$ cat src/rtl/lsu_ctrl_if.sv
// Core-side and memory-side bus bundle for the load/store controller.
// The slave modport is the controller's view; master is the core+memory side.
interface lsu_ctrl_if #(
    parameter int ADDR_W = 32
);
    // core request
    logic              i_req_valid;
    logic              o_req_ready;
    logic              i_req_we;
    logic [2:0]        i_req_funct3;
    logic [ADDR_W-1:0] i_req_addr;
    logic [31:0]       i_req_wdata;
    // core response
    logic              o_rsp_valid;
    logic              i_rsp_ready;
    logic [31:0]       o_rsp_rdata;
    logic              o_rsp_trap;
    logic [1:0]        o_rsp_cause;
    // memory request / read return
    logic              o_mem_valid;
    logic              i_mem_ready;
    logic [ADDR_W-1:0] o_mem_addr;
    logic              o_mem_ren;
    logic              o_mem_wen;
    logic [31:0]       o_mem_wdata;
    logic [3:0]        o_mem_mask;
    logic              i_mem_rvalid;
    logic [31:0]       i_mem_rdata;
    // status
    logic              o_busy;

    modport slave (
        input  i_req_valid, i_req_we, i_req_funct3, i_req_addr, i_req_wdata,
        input  i_rsp_ready, i_mem_ready, i_mem_rvalid, i_mem_rdata,
        output o_req_ready, o_rsp_valid, o_rsp_rdata, o_rsp_trap, o_rsp_cause,
        output o_mem_valid, o_mem_addr, o_mem_ren, o_mem_wen, o_mem_wdata,
        output o_mem_mask, o_busy
    );

    modport master (
        output i_req_valid, i_req_we, i_req_funct3, i_req_addr, i_req_wdata,
        output i_rsp_ready, i_mem_ready, i_mem_rvalid, i_mem_rdata,
        input  o_req_ready, o_rsp_valid, o_rsp_rdata, o_rsp_trap, o_rsp_cause,
        input  o_mem_valid, o_mem_addr, o_mem_ren, o_mem_wen, o_mem_wdata,
        input  o_mem_mask, o_busy
    );
endinterface

$ cat src/rtl/lsu_ctrl.sv
// Single-outstanding RV32 load/store controller: legality check, byte-lane
// mask/data alignment, load extension and an ISSUE+WAIT timeout.
module lsu_ctrl #(
    parameter int ADDR_W  = 32,
    parameter int TIMEOUT = 255
) (
    input  logic      i_clk,
    input  logic      i_rst_n,
    lsu_ctrl_if.slave bus
);
    localparam int CNT_W   = (TIMEOUT < 2) ? 1 : $clog2(TIMEOUT + 1);
    // timeout fires in the cycle whose increment would make the count TIMEOUT
    localparam int TO_LAST = (TIMEOUT == 0) ? 0 : TIMEOUT - 1;

    typedef enum logic [1:0] {IDLE, ISSUE, WAIT, RESP} state_t;

    state_t            state_q, state_d;
    logic              we_q, we_d;
    logic [2:0]        f3_q, f3_d;
    logic [ADDR_W-1:0] addr_q, addr_d;
    logic [31:0]       wdata_q, wdata_d;
    logic [CNT_W-1:0]  cnt_q, cnt_d;
    logic [31:0]       rdata_q, rdata_d;
    logic              trap_q, trap_d;
    logic [1:0]        cause_q, cause_d;

    logic [1:0]  off;
    logic [4:0]  sh;
    logic [1:0]  in_off;
    logic        in_illegal, in_misal, timeout_hit;
    logic        st_issue, st_resp;
    logic [3:0]  mask;
    logic [31:0] wdata_al, rshift, ld_ext;

    assign off         = addr_q[1:0];
    assign sh          = {off, 3'b000};
    assign in_off      = bus.i_req_addr[1:0];
    assign timeout_hit = (TIMEOUT != 0) && (cnt_q == CNT_W'(TO_LAST));
    assign st_issue    = (state_q == ISSUE);
    assign st_resp     = (state_q == RESP);

    // legality of the request being offered (illegal funct3 outranks misalignment)
    always_comb begin
        in_illegal = bus.i_req_we ? (bus.i_req_funct3 >= 3'd3)
                                  : (bus.i_req_funct3 == 3'd3 || bus.i_req_funct3 >= 3'd6);
        in_misal   = (bus.i_req_funct3[1:0] == 2'b01 && in_off[0]) ||
                     (bus.i_req_funct3[1:0] == 2'b10 && in_off != 2'b00);
    end

    // byte-lane mask, store data alignment and load data extension
    always_comb begin
        mask     = 4'b1111;
        wdata_al = wdata_q;
        case (f3_q[1:0])
            2'b00: begin
                mask     = 4'b0001 << off;
                wdata_al = {24'b0, wdata_q[7:0]} << sh;
            end
            2'b01: begin
                mask     = 4'b0011 << off;
                wdata_al = {16'b0, wdata_q[15:0]} << sh;
            end
            default: ;
        endcase
        rshift = bus.i_mem_rdata >> sh;
        case (f3_q)
            3'd0:    ld_ext = {{24{rshift[7]}}, rshift[7:0]};
            3'd1:    ld_ext = {{16{rshift[15]}}, rshift[15:0]};
            3'd4:    ld_ext = {24'b0, rshift[7:0]};
            3'd5:    ld_ext = {16'b0, rshift[15:0]};
            default: ld_ext = rshift;
        endcase
    end

    // next-state and response capture
    always_comb begin
        state_d = state_q;
        we_d    = we_q;
        f3_d    = f3_q;
        addr_d  = addr_q;
        wdata_d = wdata_q;
        cnt_d   = cnt_q;
        rdata_d = rdata_q;
        trap_d  = trap_q;
        cause_d = cause_q;
        case (state_q)
            IDLE: if (bus.i_req_valid) begin
                we_d    = bus.i_req_we;
                f3_d    = bus.i_req_funct3;
                addr_d  = bus.i_req_addr;
                wdata_d = bus.i_req_wdata;
                rdata_d = '0;
                trap_d  = 1'b0;
                cause_d = 2'b00;
                cnt_d   = '0;
                if (in_illegal) begin
                    trap_d  = 1'b1;
                    cause_d = 2'b11;
                    state_d = RESP;
                end else if (in_misal) begin
                    trap_d  = 1'b1;
                    cause_d = 2'b01;
                    state_d = RESP;
                end else begin
                    state_d = ISSUE;
                end
            end
            ISSUE: begin
                cnt_d = cnt_q + CNT_W'(1);
                if (bus.i_mem_ready) begin
                    state_d = we_q ? RESP : WAIT;
                end else if (timeout_hit) begin
                    trap_d  = 1'b1;
                    cause_d = 2'b10;
                    state_d = RESP;
                end
            end
            WAIT: begin
                cnt_d = cnt_q + CNT_W'(1);
                if (bus.i_mem_rvalid) begin
                    rdata_d = ld_ext;
                    state_d = RESP;
                end else if (timeout_hit) begin
                    trap_d  = 1'b1;
                    cause_d = 2'b10;
                    state_d = RESP;
                end
            end
            RESP: if (bus.i_rsp_ready) state_d = IDLE;
            default: state_d = IDLE;
        endcase
    end

    // state register; reset aborts any transaction in flight
    always_ff @(posedge i_clk or negedge i_rst_n) begin
        if (!i_rst_n) begin
            state_q <= IDLE;
            we_q    <= 1'b0;
            f3_q    <= '0;
            addr_q  <= '0;
            wdata_q <= '0;
            cnt_q   <= '0;
            rdata_q <= '0;
            trap_q  <= 1'b0;
            cause_q <= '0;
        end else begin
            state_q <= state_d;
            we_q    <= we_d;
            f3_q    <= f3_d;
            addr_q  <= addr_d;
            wdata_q <= wdata_d;
            cnt_q   <= cnt_d;
            rdata_q <= rdata_d;
            trap_q  <= trap_d;
            cause_q <= cause_d;
        end
    end

    // outputs are qualified by state so everything idles at zero
    assign bus.o_req_ready = (state_q == IDLE);
    assign bus.o_busy      = (state_q != IDLE);
    assign bus.o_mem_valid = st_issue;
    assign bus.o_mem_ren   = st_issue & ~we_q;
    assign bus.o_mem_wen   = st_issue & we_q;
    assign bus.o_mem_addr  = st_issue ? {addr_q[ADDR_W-1:2], 2'b00} : '0;
    assign bus.o_mem_mask  = st_issue ? mask : 4'b0000;
    assign bus.o_mem_wdata = st_issue ? wdata_al : 32'b0;
    assign bus.o_rsp_valid = st_resp;
    assign bus.o_rsp_rdata = st_resp ? rdata_q : 32'b0;
    assign bus.o_rsp_trap  = st_resp & trap_q;
    assign bus.o_rsp_cause = st_resp ? cause_q : 2'b00;
endmodule

$ cat src/flat_wrapper.sv
// flat-port wrapper written by rule: the top's interface ports become plain ports
module lsu_ctrl_flat 
#(
    parameter int ADDR_W  = 32,
    parameter int TIMEOUT = 255
)
  (i_clk, i_rst_n, bus_i_req_valid, bus_i_req_we, bus_i_req_funct3, bus_i_req_addr, bus_i_req_wdata, bus_i_rsp_ready, bus_i_mem_ready, bus_i_mem_rvalid, bus_i_mem_rdata, bus_o_req_ready, bus_o_rsp_valid, bus_o_rsp_rdata, bus_o_rsp_trap, bus_o_rsp_cause, bus_o_mem_valid, bus_o_mem_addr, bus_o_mem_ren, bus_o_mem_wen, bus_o_mem_wdata, bus_o_mem_mask, bus_o_busy);
  lsu_ctrl_if #(.ADDR_W(ADDR_W)) bus_i ();
  input  logic i_clk;
  input  logic i_rst_n;
  input wire logic [$bits(bus_i.i_req_valid)-1:0] bus_i_req_valid;
  input wire logic [$bits(bus_i.i_req_we)-1:0] bus_i_req_we;
  input wire logic [$bits(bus_i.i_req_funct3)-1:0] bus_i_req_funct3;
  input wire logic [$bits(bus_i.i_req_addr)-1:0] bus_i_req_addr;
  input wire logic [$bits(bus_i.i_req_wdata)-1:0] bus_i_req_wdata;
  input wire logic [$bits(bus_i.i_rsp_ready)-1:0] bus_i_rsp_ready;
  input wire logic [$bits(bus_i.i_mem_ready)-1:0] bus_i_mem_ready;
  input wire logic [$bits(bus_i.i_mem_rvalid)-1:0] bus_i_mem_rvalid;
  input wire logic [$bits(bus_i.i_mem_rdata)-1:0] bus_i_mem_rdata;
  output wire logic [$bits(bus_i.o_req_ready)-1:0] bus_o_req_ready;
  output wire logic [$bits(bus_i.o_rsp_valid)-1:0] bus_o_rsp_valid;
  output wire logic [$bits(bus_i.o_rsp_rdata)-1:0] bus_o_rsp_rdata;
  output wire logic [$bits(bus_i.o_rsp_trap)-1:0] bus_o_rsp_trap;
  output wire logic [$bits(bus_i.o_rsp_cause)-1:0] bus_o_rsp_cause;
  output wire logic [$bits(bus_i.o_mem_valid)-1:0] bus_o_mem_valid;
  output wire logic [$bits(bus_i.o_mem_addr)-1:0] bus_o_mem_addr;
  output wire logic [$bits(bus_i.o_mem_ren)-1:0] bus_o_mem_ren;
  output wire logic [$bits(bus_i.o_mem_wen)-1:0] bus_o_mem_wen;
  output wire logic [$bits(bus_i.o_mem_wdata)-1:0] bus_o_mem_wdata;
  output wire logic [$bits(bus_i.o_mem_mask)-1:0] bus_o_mem_mask;
  output wire logic [$bits(bus_i.o_busy)-1:0] bus_o_busy;
  assign bus_i.i_req_valid = bus_i_req_valid;
  assign bus_i.i_req_we = bus_i_req_we;
  assign bus_i.i_req_funct3 = bus_i_req_funct3;
  assign bus_i.i_req_addr = bus_i_req_addr;
  assign bus_i.i_req_wdata = bus_i_req_wdata;
  assign bus_i.i_rsp_ready = bus_i_rsp_ready;
  assign bus_i.i_mem_ready = bus_i_mem_ready;
  assign bus_i.i_mem_rvalid = bus_i_mem_rvalid;
  assign bus_i.i_mem_rdata = bus_i_mem_rdata;
  assign bus_o_req_ready = bus_i.o_req_ready;
  assign bus_o_rsp_valid = bus_i.o_rsp_valid;
  assign bus_o_rsp_rdata = bus_i.o_rsp_rdata;
  assign bus_o_rsp_trap = bus_i.o_rsp_trap;
  assign bus_o_rsp_cause = bus_i.o_rsp_cause;
  assign bus_o_mem_valid = bus_i.o_mem_valid;
  assign bus_o_mem_addr = bus_i.o_mem_addr;
  assign bus_o_mem_ren = bus_i.o_mem_ren;
  assign bus_o_mem_wen = bus_i.o_mem_wen;
  assign bus_o_mem_wdata = bus_i.o_mem_wdata;
  assign bus_o_mem_mask = bus_i.o_mem_mask;
  assign bus_o_busy = bus_i.o_busy;
  lsu_ctrl #(.ADDR_W(ADDR_W), .TIMEOUT(TIMEOUT)) u_core (.i_clk(i_clk), .i_rst_n(i_rst_n), .bus(bus_i));
endmodule
$ cat config.mk
export PLATFORM = sky130hd
export DESIGN_NAME = lsu_ctrl_flat
export DESIGN_NICKNAME = d
export VERILOG_FILES = /design/src/rtl/lsu_ctrl_if.sv /design/src/rtl/lsu_ctrl.sv /design/src/flat_wrapper.sv
export SDC_FILE = /design/constraint.sdc
export NUM_CORES = 1
export LEC_CHECK = 0
export CORE_ASPECT_RATIO = 1.1
export CORE_MARGIN = 2
export CORE_UTILIZATION = 40
export CTS_CLUSTER_SIZE = 8
export DETAILED_ROUTE_END_ITERATION = 6
export GPL_TIMING_DRIVEN = 0
export HOLD_SLACK_MARGIN = 0.15
export PLACE_DENSITY = 0.85
export SYNTH_ARGS = -nofsm -noshare
export SYNTH_HDL_FRONTEND = slang
export SYNTH_SLANG_ARGS = --single-unit
$ cat constraint.sdc
create_clock -name i_clk -period 1.81 [get_ports i_clk]
set_input_delay 0.4525 -clock i_clk [delete_from_list [all_inputs] [get_ports i_clk]]
set_output_delay 0.4525 -clock i_clk [all_outputs]
set_load 0.1 [all_outputs]
==> results of run 1 <==
[path summary, 6_finish.rpt]
check,end,slack (ns),cells after the start
max,bus_o_mem_wdata[18],-0.67,6
min,u_core.rdata_q[14]$_DFFE_PN0P_,0.49,2
max reg2reg,u_core.rdata_q[30]$_DFFE_PN0P_,-0.32,10
min reg2reg,u_core.cause_q[0]$_DFFE_PN0P_,0.49,1
max in group asynchronous,u_core.wdata_q[20]$_DFFE_PN0P_,0.59,3
min in group i_clk,u_core.cause_q[0]$_DFFE_PN0P_,0.49,1
[timing repair]
| action | 4_1_cts | 5_1_grt |
|---|---|---|
| pin swaps | 12 | 51 |
| cloned | 7 | 15 |
| setup buffers | 29 | 29 |
| setup endpoints to repair | 207 | 193 |
| endpoints found under the hold margin | 34 | 0 |
| resized for setup | 1077 | 162 |
| hold buffers | 1 | 0 |
[synthesized netlist by cell type (3+ instances only)]
master	instances
nor3_1	6
and2_1	82
mux2_2	77
a221o_2	15
o2bb2ai_1	15
nand3_1	6
dfrtp_1	113
nand3b_1	9
buf_4	3
xnor2_1	3
mux2i_1	24
clkbuf_8	4
a21oi_1	21
ha_1	7
nor2b_1	14
o21ai_0	32
clkbuf_1	30
nand2b_1	12
a22oi_1	17
nand2_1	26
buf_2	4
a21o_1	3
nor2_1	28
inv_1	9
buf_6	3
[power groups by stage]
stage	registers [W]	clock network (W)	logic, W
3_5_place_dp	0.00458	0	0.0129
3_3_place_gp	0.00452	0	0.0127
6_report	0.00490	0.00342	0.0194
4_1_cts	0.00460	0.00342	0.0164
5_1_grt	0.00498	0.00354	0.0200
2_1_floorplan	0.00431	0	0.0102
[routing by layer]
metal,global-route usage,vias up,part of all wire
li1,-,2735,-
met1,0.330,3171,0.36
met2,0.482,361,0.52
met3,0.0667,120,0.062
met4,0.156,0,0.052
met5,0,-,0
[metrics by stage]
step,hold slack [ns],worst slack [ns],power [W],std cells,utilization
floorplan,0.157,-0.493,0.0146,595,-
global placement,0.473,-4.70,0.0172,1007,0.588
detailed placement,0.374,-1.53,0.0175,1008,0.590
CTS,0.496,-0.546,0.0244,1074,0.742
global route,0.507,-0.703,0.0285,1116,0.816
finish,0.490,-0.666,0.0277,1116,0.816
[cell type report]
class                           instances  area (µm²)  area share
Multi-Input combinational cell        430        4220       0.331
Tap cell                              200         250      0.0196
Timing Repair Buffer                  289        4190       0.328
Clock buffer                           18         439      0.0344
Clock inverter                         14         153      0.0120
Sequential cell                       113        2830       0.222
Buffer                                 43         628      0.0493
Inverter                                9        38.8     0.00304
[sequential cells by signal (all words and copies together) (netlist names)]
signal and count:
u_core.addr_q 32, u_core.cause_q 2, u_core.cnt_q 8, u_core.f3_q 3
u_core.rdata_q 32, u_core.state_q 2, u_core.trap_q 1, u_core.wdata_q 32
u_core.we_q 1
[worst max-delay path: stages (launching register included)]
cell and delay [ns]:
dfrtp_1 0.40, buf_6 0.15, and3b_2 0.38, a22oi_1 0.18, o21ai_1 0.15, and2_4 0.17, buf_12 0.17
[layout by cell type, fill, tap and decap left out, types with 4 or more instances in the layout]
cell type and n:
nor2_4 12, buf_12 120, nand2_1 20, and2_4 82, buf_8 15, mux2_2 76, a221o_2 15, nand3b_1 9
clkdlybuf4s50_1 103, o2bb2ai_2 10, o21ai_1 8, clkinvlp_4 4, nand3_1 6, inv_1 6, ha_1 4, inv_6 5
buf_4 40, nor2_1 15, a21oi_1 18, dfrtp_2 4, mux2i_2 7, buf_6 21, o21a_4 4, nor3_2 4
nor2b_4 11, nand2b_4 10, clkbuf_16 37, a22oi_2 14, o21ai_0 16, dfrtp_1 109, o21ai_4 7, mux2i_1 15
[cells by family after synthesis]
group / Yosys count / share of synthesized area
buf+inv: 54 / 0.0444
flops: 113 / 0.445
fa+ha+maj: 7 / 0.0138
compound gates: 119 / 0.139
simple gates: 195 / 0.174
other cells: 1 / 0.000591
xor+xnor: 3 / 0.00414
mux: 102 / 0.178
==> results.md, run 1 <==
* DR vias at 6,387
* Max_slew headroom at 0.636
* Starting DRT DRC Count at 474
* P_int at 0.0146 W
* Area leader, netlist: dfrtp_1
* CTS Buf Count at 17
* DRT Pass-1 Iters at 5
* First-pass GRT wire length at 36.1 mm
* Die area at 16,900 µm²
* Unique masters post-synth at 51
* Initial antenna violation count at 0
* Die X at 124 µm
* Ranking of synthesized cells by area: dfrtp_1, mux2_2, and2_1, mux2i_1, a221o_2
* Initial Utilization at 0.406
* H-tree Lvls at 4
* Area grow syn2layout at 101%
* Layout Skew at 0.0106 ns
* Top-Level Pins at 215
* Nets at 1,016
* CTS tree: built
* Final worst-path cycle share at 1.37
* Critical Path Start Type: flip-flop
* Period minus WS final at 2.48 ns
* Ys async rst share at 1.00
* Clock latency at the later pin of the worst-skew pair at 0.42 ns
* Drc violations at 0
* Sequential share of the synthesized area at 0.445
* PortBufs at 212
* Clock transition at path regs at 0.06 ns
* FMAX at 404 MHz
* N_diodes at 0
* Psw at 0.0131 W
* Fin Setup TNS at -69.08 ns
* Routed Antenna Nets at 0
* Vias in the first global route at 6,536
* DRT Wirelength at 27.6 mm
* FP Rows at 48
* Setup Viol. Count Final at 205
* Pwr/cell area at 2170 nW/µm²
* Post-synth EDFFs at 0
* Via/cell ratio at 5.72
* Clock Path Buffers at 2
* Crit end category: output pin
* Final Hold Fails at 0
* RD Place Congestion at 0.914
* Max Cap Violations at 0
* Failing checks: negative setup slack
* Detailed placement HPWL at 14.6 mm
* Dpl cell area at 9220 µm²
* Total Routing Usage GR at 0.285
* Setup CP Type: reg2out
* Switching Share at 0.474
* Number of synthesized register bits at 113
* Critical Path AT at 2.02 ns
* Run status: finished, violations left
* WP data required at 1.36 ns
* Largest net degree at the start of global routing at 80
* Die Span Y at 136 µm
* CP Launch Point: u_core.addr_q[1]$_DFFE_PN0P_
* Fill count at 787
* Power share of the clock group at 0.123
* Mapped Area at 6350 µm²
* RSZ-0062 raised after global routing: true
* Slew @ Worst Pin at 0.546 ns
* Synth Instances at 594
* Synth top area share at 0.445
* LEAKAGE at 5.40 nW
* Remaining global-route overflow at 0
* Post-synth top flop: dfrtp_1
* YS warnings at 0
* Share of cells above drive strength 1 at 0.600
* HP Class: in2async
* Worst VDD drop at 1.79 mV
* Root cell of the clock tree: clkbuf_16
* Sequential share of power at 0.177
* Avg Inst Size Synth at 10.7 µm²
* Sink Count at 113
* Critical path peak fanout at 8
* Worst reg2reg path startpoint: u_core.state_q[1]$_DFFE_PN0P_
* Combinational Power Share at 0.700
* Design area at 12,700 µm²
* Slack of the critical path at -0.666 ns
* Core area at 15,600 µm²
* WL/cell at 24.7 µm
* Slew Limit Fails at 0
No activity file was read; power rests on OpenSTA's default activity.
==> run 2, diff against run 1 <==
Settings changed: CORE_MARGIN 2 to not set.
==> run 2 against run 1 <==
Effect of this change: the flow still finishes with violations (negative setup slack); register-to-register slack got worse by 0.14 ns; sequential power increased by 0.8%; global-route usage increased by 3.5 points; cell area decreased by 0.44%; non-clock buffer count decreased by 8; hold slack got worse by 0.0051 ns; cell count decreased by 0.99%; first-iteration DRC count increased by 11%; die area decreased by 3.1%; routed wire length increased by 5.2%; utilization increased by 1.4 points; worst setup slack got worse by 0.12 ns; critical path type unchanged.
==> results.md, run 2 (same netlist as run 1, synthesis figures left out) <==
* WP data required at 1.36 ns
* CTS Buf Count at 17
* Starting DRT DRC Count at 525
* Design Power at 0.0283 W
* Max Cap Violations at 0
* Worst VDD drop at 1.46 mV
* Setup Viol. Count Final at 216
* Min-delay src: u_core.cause_q[0]$_DFFE_PN0P_
* Routed Antenna Nets at 0
* RSZ-0062 raised after global routing: true
* LEAKAGE at 5.37 nW
* Vias in the first global route at 6,898
* Hold Slack at 0.485 ns
* Top-Level Pins at 215
* Cell family with most CP delay: simple AND/OR/NAND/NOR gates
* Fill count at 717
* Setup CP Type: reg2out
* Critical Path Start Type: flip-flop
* Critical path peak fanout at 6
* Clock Path Buffers at 2
* Total Routing Usage GR at 0.320
* Share of cells above drive strength 1 at 0.600
* Root cell of the clock tree: clkbuf_16
* Initial antenna violation count at 1
* Hold Path Stages at 1
* Slew Limit Fails at 0
* HP Class: reg2reg
* DRT Wirelength at 29.0 mm
* Layout Skew at 0.0113 ns
* Commonest cells after routing, fill and taps aside: buf_12, dfrtp_1, clkdlybuf4s50_1
* Largest net degree at the start of global routing at 79
* CTS tree: built
* R2R Path End: u_core.rdata_q[28]$_DFFE_PN0P_
* Die X at 122 µm
* Dpl ws at -1.55 ns
* Clock latency at the later pin of the worst-skew pair at 0.43 ns
* Worst Hold End: u_core.cause_q[0]$_DFFE_PN0P_
* Worst reg2reg path startpoint: u_core.state_q[1]$_DFFE_PN0P_
* Failing checks: negative setup slack
* FMAX at 385 MHz
* Final core utilization at 0.830
* Nets at 1,008
* Crit end category: output pin
* PortBufs at 212
* Max_slew headroom at 0.563
* DRT Pass-1 Iters at 5
* Clock transition at path regs at 0.06 ns
* DR vias at 6,647
* Period minus WS final at 2.59 ns
* Delay of the slowest critical-path stage at 0.42 ns
* Final Hold Fails at 0
* Remaining global-route overflow at 0
* First-pass GRT wire length at 39.0 mm
* FP Rows at 47
* RD Place Congestion at 0.843
* Slew @ Worst Pin at 0.656 ns
* WL/cell at 26.3 µm
* Commonest non-fill, non-tap cell in the layout: buf_12
* Pwr/cell area at 2230 nW/µm²
* Drc violations at 0
* Die Span Y at 134 µm
* Core area at 15,300 µm²
* Detailed placement HPWL at 14.4 mm
* Slowest CP cell: dfrtp_1
* Largest regs: u_core.addr_q x32, u_core.rdata_q x32, u_core.wdata_q x32
* Via/cell ratio at 6.02
* Sink Count at 113
* Final worst-path cycle share at 1.43
* Die area at 16,400 µm²
* Worst Path Buf+Inv at 2
* Initial Utilization at 0.415
* Worst reg-to-reg path cell count at 11
* Critical Path AT at 2.14 ns
* Reg2reg setup slack at -0.46 ns
* H-tree Lvls at 4
* Worst-path cell chain: buf_6, and3b_2, a22oi_2, o21ai_2, and2_4, buf_12
* Slack of the critical path at -0.784 ns
* Run status: finished, violations left
* Area grow syn2layout at 100%
run 2: changes by cell type in the layout (fill, tap and decap cells not counted), sizes merged:
cell	change
buf	-9
inv	-5
bufinv	+3
clkinv	+3
clkbuf	+1
clkdlybuf4s50	+1
clkinvlp	-1
diode	+1
dlymetal6s2s	-1
run 2: where the power goes:
group | leakage, nW | switching, W | total, W | internal (W)
Combinational | 3.67 | 0.0109 | 0.0196 | 0.00870
Sequential | 1.39 | 0.00124 | 0.00494 | 0.00370
Clock | 0.306 | 0.00132 | 0.00375 | 0.00244
Total | 5.37 | 0.0134 | 0.0283 | 0.0148
run 2: layout make-up:
| cell class | count | area [µm²] | share of cell area |
|---|---|---|---|
| clock inverters | 14 | 214 | 0.0169 |
| repair buffers | 284 | 4010 | 0.316 |
| well taps | 196 | 245 | 0.0193 |
| plain buffers | 40 | 658 | 0.0519 |
| flip-flops and latches | 113 | 2830 | 0.223 |
| diodes | 1 | 2.50 | 0.000197 |
| clock buffers | 18 | 429 | 0.0338 |
| inverters | 9 | 38.8 | 0.00306 |
| multi-input cells | 430 | 4270 | 0.336 |
run 2: metal layers:
layer | part of all wire | up-vias | GRT usage
li1 | - | 2720 | -
met1 | 0.35 | 3296 | 0.358
met2 | 0.52 | 478 | 0.550
met3 | 0.070 | 153 | 0.0706
met4 | 0.060 | 0 | 0.194
met5 | 0 | - | 0
run 2: worst max-delay path by stage:
stage	from	end	slack [ns]	cells past startpoint
floorplan	u_core.state_q[1]$_DFFE_PN0P_	bus_o_mem_wdata[0]	-0.49	5
global placement	i_rst_n	u_core.state_q[1]$_DFFE_PN0P_	-4.69	1
detailed placement	u_core.addr_q[1]$_DFFE_PN0P_	bus_o_mem_wdata[23]	-1.55	7
CTS	u_core.addr_q[1]$_DFFE_PN0P_	bus_o_mem_wdata[20]	-0.56	6
global route	u_core.addr_q[1]$_DFFE_PN0P_	bus_o_mem_wdata[20]	-0.78	6
finish	u_core.addr_q[1]$_DFFE_PN0P_	bus_o_mem_wdata[20]	-0.78	6
run 2: timing repair:
action / CTS / global route
hold buffers: 1 / 0
setup endpoints to repair: 207 / 215
setup buffers: 31 / 27
resized for setup: 1126 / 106
gates cloned: 14 / 3
pin swaps: 55 / 30
endpoints found under the hold margin: 35 / 0
run 2: through the flow:
stage	instance area (µm²)	std cells	setup TNS, ns
floorplan	6820	595	-33.25
global placement	9180	1003	-649.28
detailed placement	9210	1004	-172.61
CTS	12100	1080	-51.87
global route	12700	1105	-78.45
finish	12700	1105	-72.14
==> run 3, diff against run 2 <==
Settings changed: CELL_PAD_IN_SITES_DETAIL_PLACEMENT set to 1, CELL_PAD_IN_SITES_GLOBAL_PLACEMENT set to 2, CORE_UTILIZATION 40 to 25, CTS_CLUSTER_DIAMETER set to 200, PLACE_DENSITY 0.85 to 0.86.
==> run 3 against run 2 <==
Effect of this change: the run still ends with negative setup slack left; die area up 59%; non-clock buffer count up 21; worst setup slack better by 0.0057 ns; sequential share of layout area down 1.3 points; cell area up 6.1%; sequential power down 2%; register-to-register slack better by 0.09 ns; hold slack better by 0.0073 ns; global-route usage down 11 points; critical path type unchanged.
==> results.md, run 3 (same netlist as run 1, synthesis figures left out) <==
* Fin Setup TNS at -61.77 ns
* Failing checks: negative setup slack
* Final Hold Fails at 0
* Commonest non-fill, non-tap cell in the layout: buf_12
* Core area at 24,700 µm²
* Most used routing layer: met2
* Clock Path Buffers at 2
* DRT Pass-1 Iters at 4
* DR vias at 6,227
* Worst reg-to-reg path cell count at 11
* Top-Level Pins at 215
* Slew @ Worst Pin at 0.571 ns
* Clock latency at the later pin of the worst-skew pair at 0.43 ns
* Crit end category: output pin
* Slack of the critical path at -0.779 ns
* WP data required at 1.36 ns
* Critical path peak fanout at 7
* First-pass GRT wire length at 41.1 mm
* CTS tree: built
* HP Class: in2async
* Run status: finished, violations left
* Die Span Y at 169 µm
* Commonest cells after routing, fill and taps aside: buf_12, dfrtp_1, clkdlybuf4s50_1
* Share of cells above drive strength 1 at 0.611
* Nets at 1,028
* RSZ-0062 raised after global routing: true
* Routed Antenna Nets at 0
* Pwr/cell area at 2140 nW/µm²
* Total Routing Usage GR at 0.211
* DRT Wirelength at 29.6 mm
* Slew Limit Fails at 0
* Initial Utilization at 0.257
* Detailed placement HPWL at 17.0 mm
* Layout Skew at 0.0109 ns
* FMAX at 386 MHz
* PortBufs at 212
* Critical Path Start Type: flip-flop
* Period minus WS final at 2.59 ns
* Largest net degree at the start of global routing at 79
* GR met3 Demand/Resource at 0.0448
* Clock transition at path regs at 0.06 ns
* Critical Path AT at 2.14 ns
* Die area at 26,000 µm²
* Initial antenna violation count at 2
* Area grow syn2layout at 112%
* Final worst-path cycle share at 1.43
* Worst VDD drop at 1.49 mV
* Drc violations at 0
* Sink Count at 113
* Via/cell ratio at 5.03
* Max_slew headroom at 0.618
* Vias in the first global route at 6,832
* Setup CP Type: reg2out
* GRT met1 Usage at 0.255
* Remaining global-route overflow at 0
* Root cell of the clock tree: clkbuf_16
* RD Place Congestion at 0.791
* Design Power at 0.0288 W
* FP Rows at 60
* LEAKAGE at 5.87 nW
* CTS Buf Count at 17
* WL/cell at 23.9 µm
* H-tree Lvls at 4
* Met2 GRT Util at 0.359
* Starting DRT DRC Count at 272
* Final core utilization at 0.545
* Setup Viol. Count Final at 193
* Die X at 154 µm
* Largest regs: u_core.addr_q x32, u_core.rdata_q x32, u_core.wdata_q x32
* Max Cap Violations at 0
[run 3: cell types whose count changed in the layout (fill, tap and decap cells not counted), sizes merged]
cell,previous run,this run
and3b,2,1
buf,191,202
bufinv,5,2
clkbuf,46,56
clkdlybuf4s50,104,103
clkinv,6,4
clkinvlp,3,5
diode,1,2
dlymetal6s2s,0,1
inv,9,11
[run 3: power breakdown]
part	switching [W]	internal, W	total (W)
clock	0.00133	0.00202	0.00334
sequential	0.00116	0.00370	0.00486
combinational	0.0109	0.00972	0.0206
total	0.0134	0.0154	0.0288
[run 3: per-stage QoR]
stage	worst slack [ns]	area, µm²	hold slack, ns	std cells
detailed placement	-1.64	9360	0.381	1118
finish	-0.779	13500	0.492	1239
global route	-0.809	13500	0.507	1239
CTS	-0.594	12400	0.492	1209
global placement	-5.10	9330	0.471	1117
floorplan	-0.493	6820	0.157	595
[run 3: final cells by class]
cell class,instances,area (µm²)
Inverter,9,38.8
Multi-Input combinational cell,429,4530
Clock buffer,18,429
Clock inverter,13,139
Timing Repair Buffer,305,4440
Tap cell,310,388
Sequential cell,113,2830
Antenna cell,2,5.00
Buffer,40,673
Fill cell,2375,11200
[run 3: path summary, 6_finish.rpt]
kind / from / to / slack (ns)
worst max-delay path: u_core.addr_q[0]$_DFFE_PN0P_ / bus_o_mem_wdata[19] / -0.78
worst min-delay path: i_rst_n / u_core.wdata_q[16]$_DFFE_PN0P_ / 0.49
worst max register to register: u_core.state_q[1]$_DFFE_PN0P_ / u_core.rdata_q[30]$_DFFE_PN0P_ / -0.37
worst min register to register: u_core.cause_q[0]$_DFFE_PN0P_ / u_core.cause_q[0]$_DFFE_PN0P_ / 0.49
max in group asynchronous: i_rst_n / u_core.f3_q[0]$_DFFE_PN0P_ / 0.56
min in group i_clk: u_core.cause_q[0]$_DFFE_PN0P_ / u_core.cause_q[0]$_DFFE_PN0P_ / 0.49
[run 3: critical path, cell delays in order (launching register included)]
cell and delay [ns]:
dfrtp_1 0.39, buf_6 0.15, and3b_2 0.24, buf_6 0.15, a22oi_1 0.30, o21ai_1 0.14, and2_4 0.19, buf_12 0.16
[run 3: metal layers]
layer / vias up / wire length, µm
met2: 219 / 15100
met4: 0 / 912
li1: 2770 / -
met1: 3176 / 12100
met5: - / 0
met3: 62 / 1510
[run 3: timing repair]
| action | 4_1_cts | 5_1_grt |
|---|---|---|
| pin swaps | 50 | 32 |
| gates cloned | 10 | 12 |
| setup buffers | 51 | 23 |
| resized for setup | 1163 | 156 |
| setup endpoints to repair | 210 | 217 |
| hold endpoints to repair | 35 | 0 |
| hold buffers | 1 | 0 |
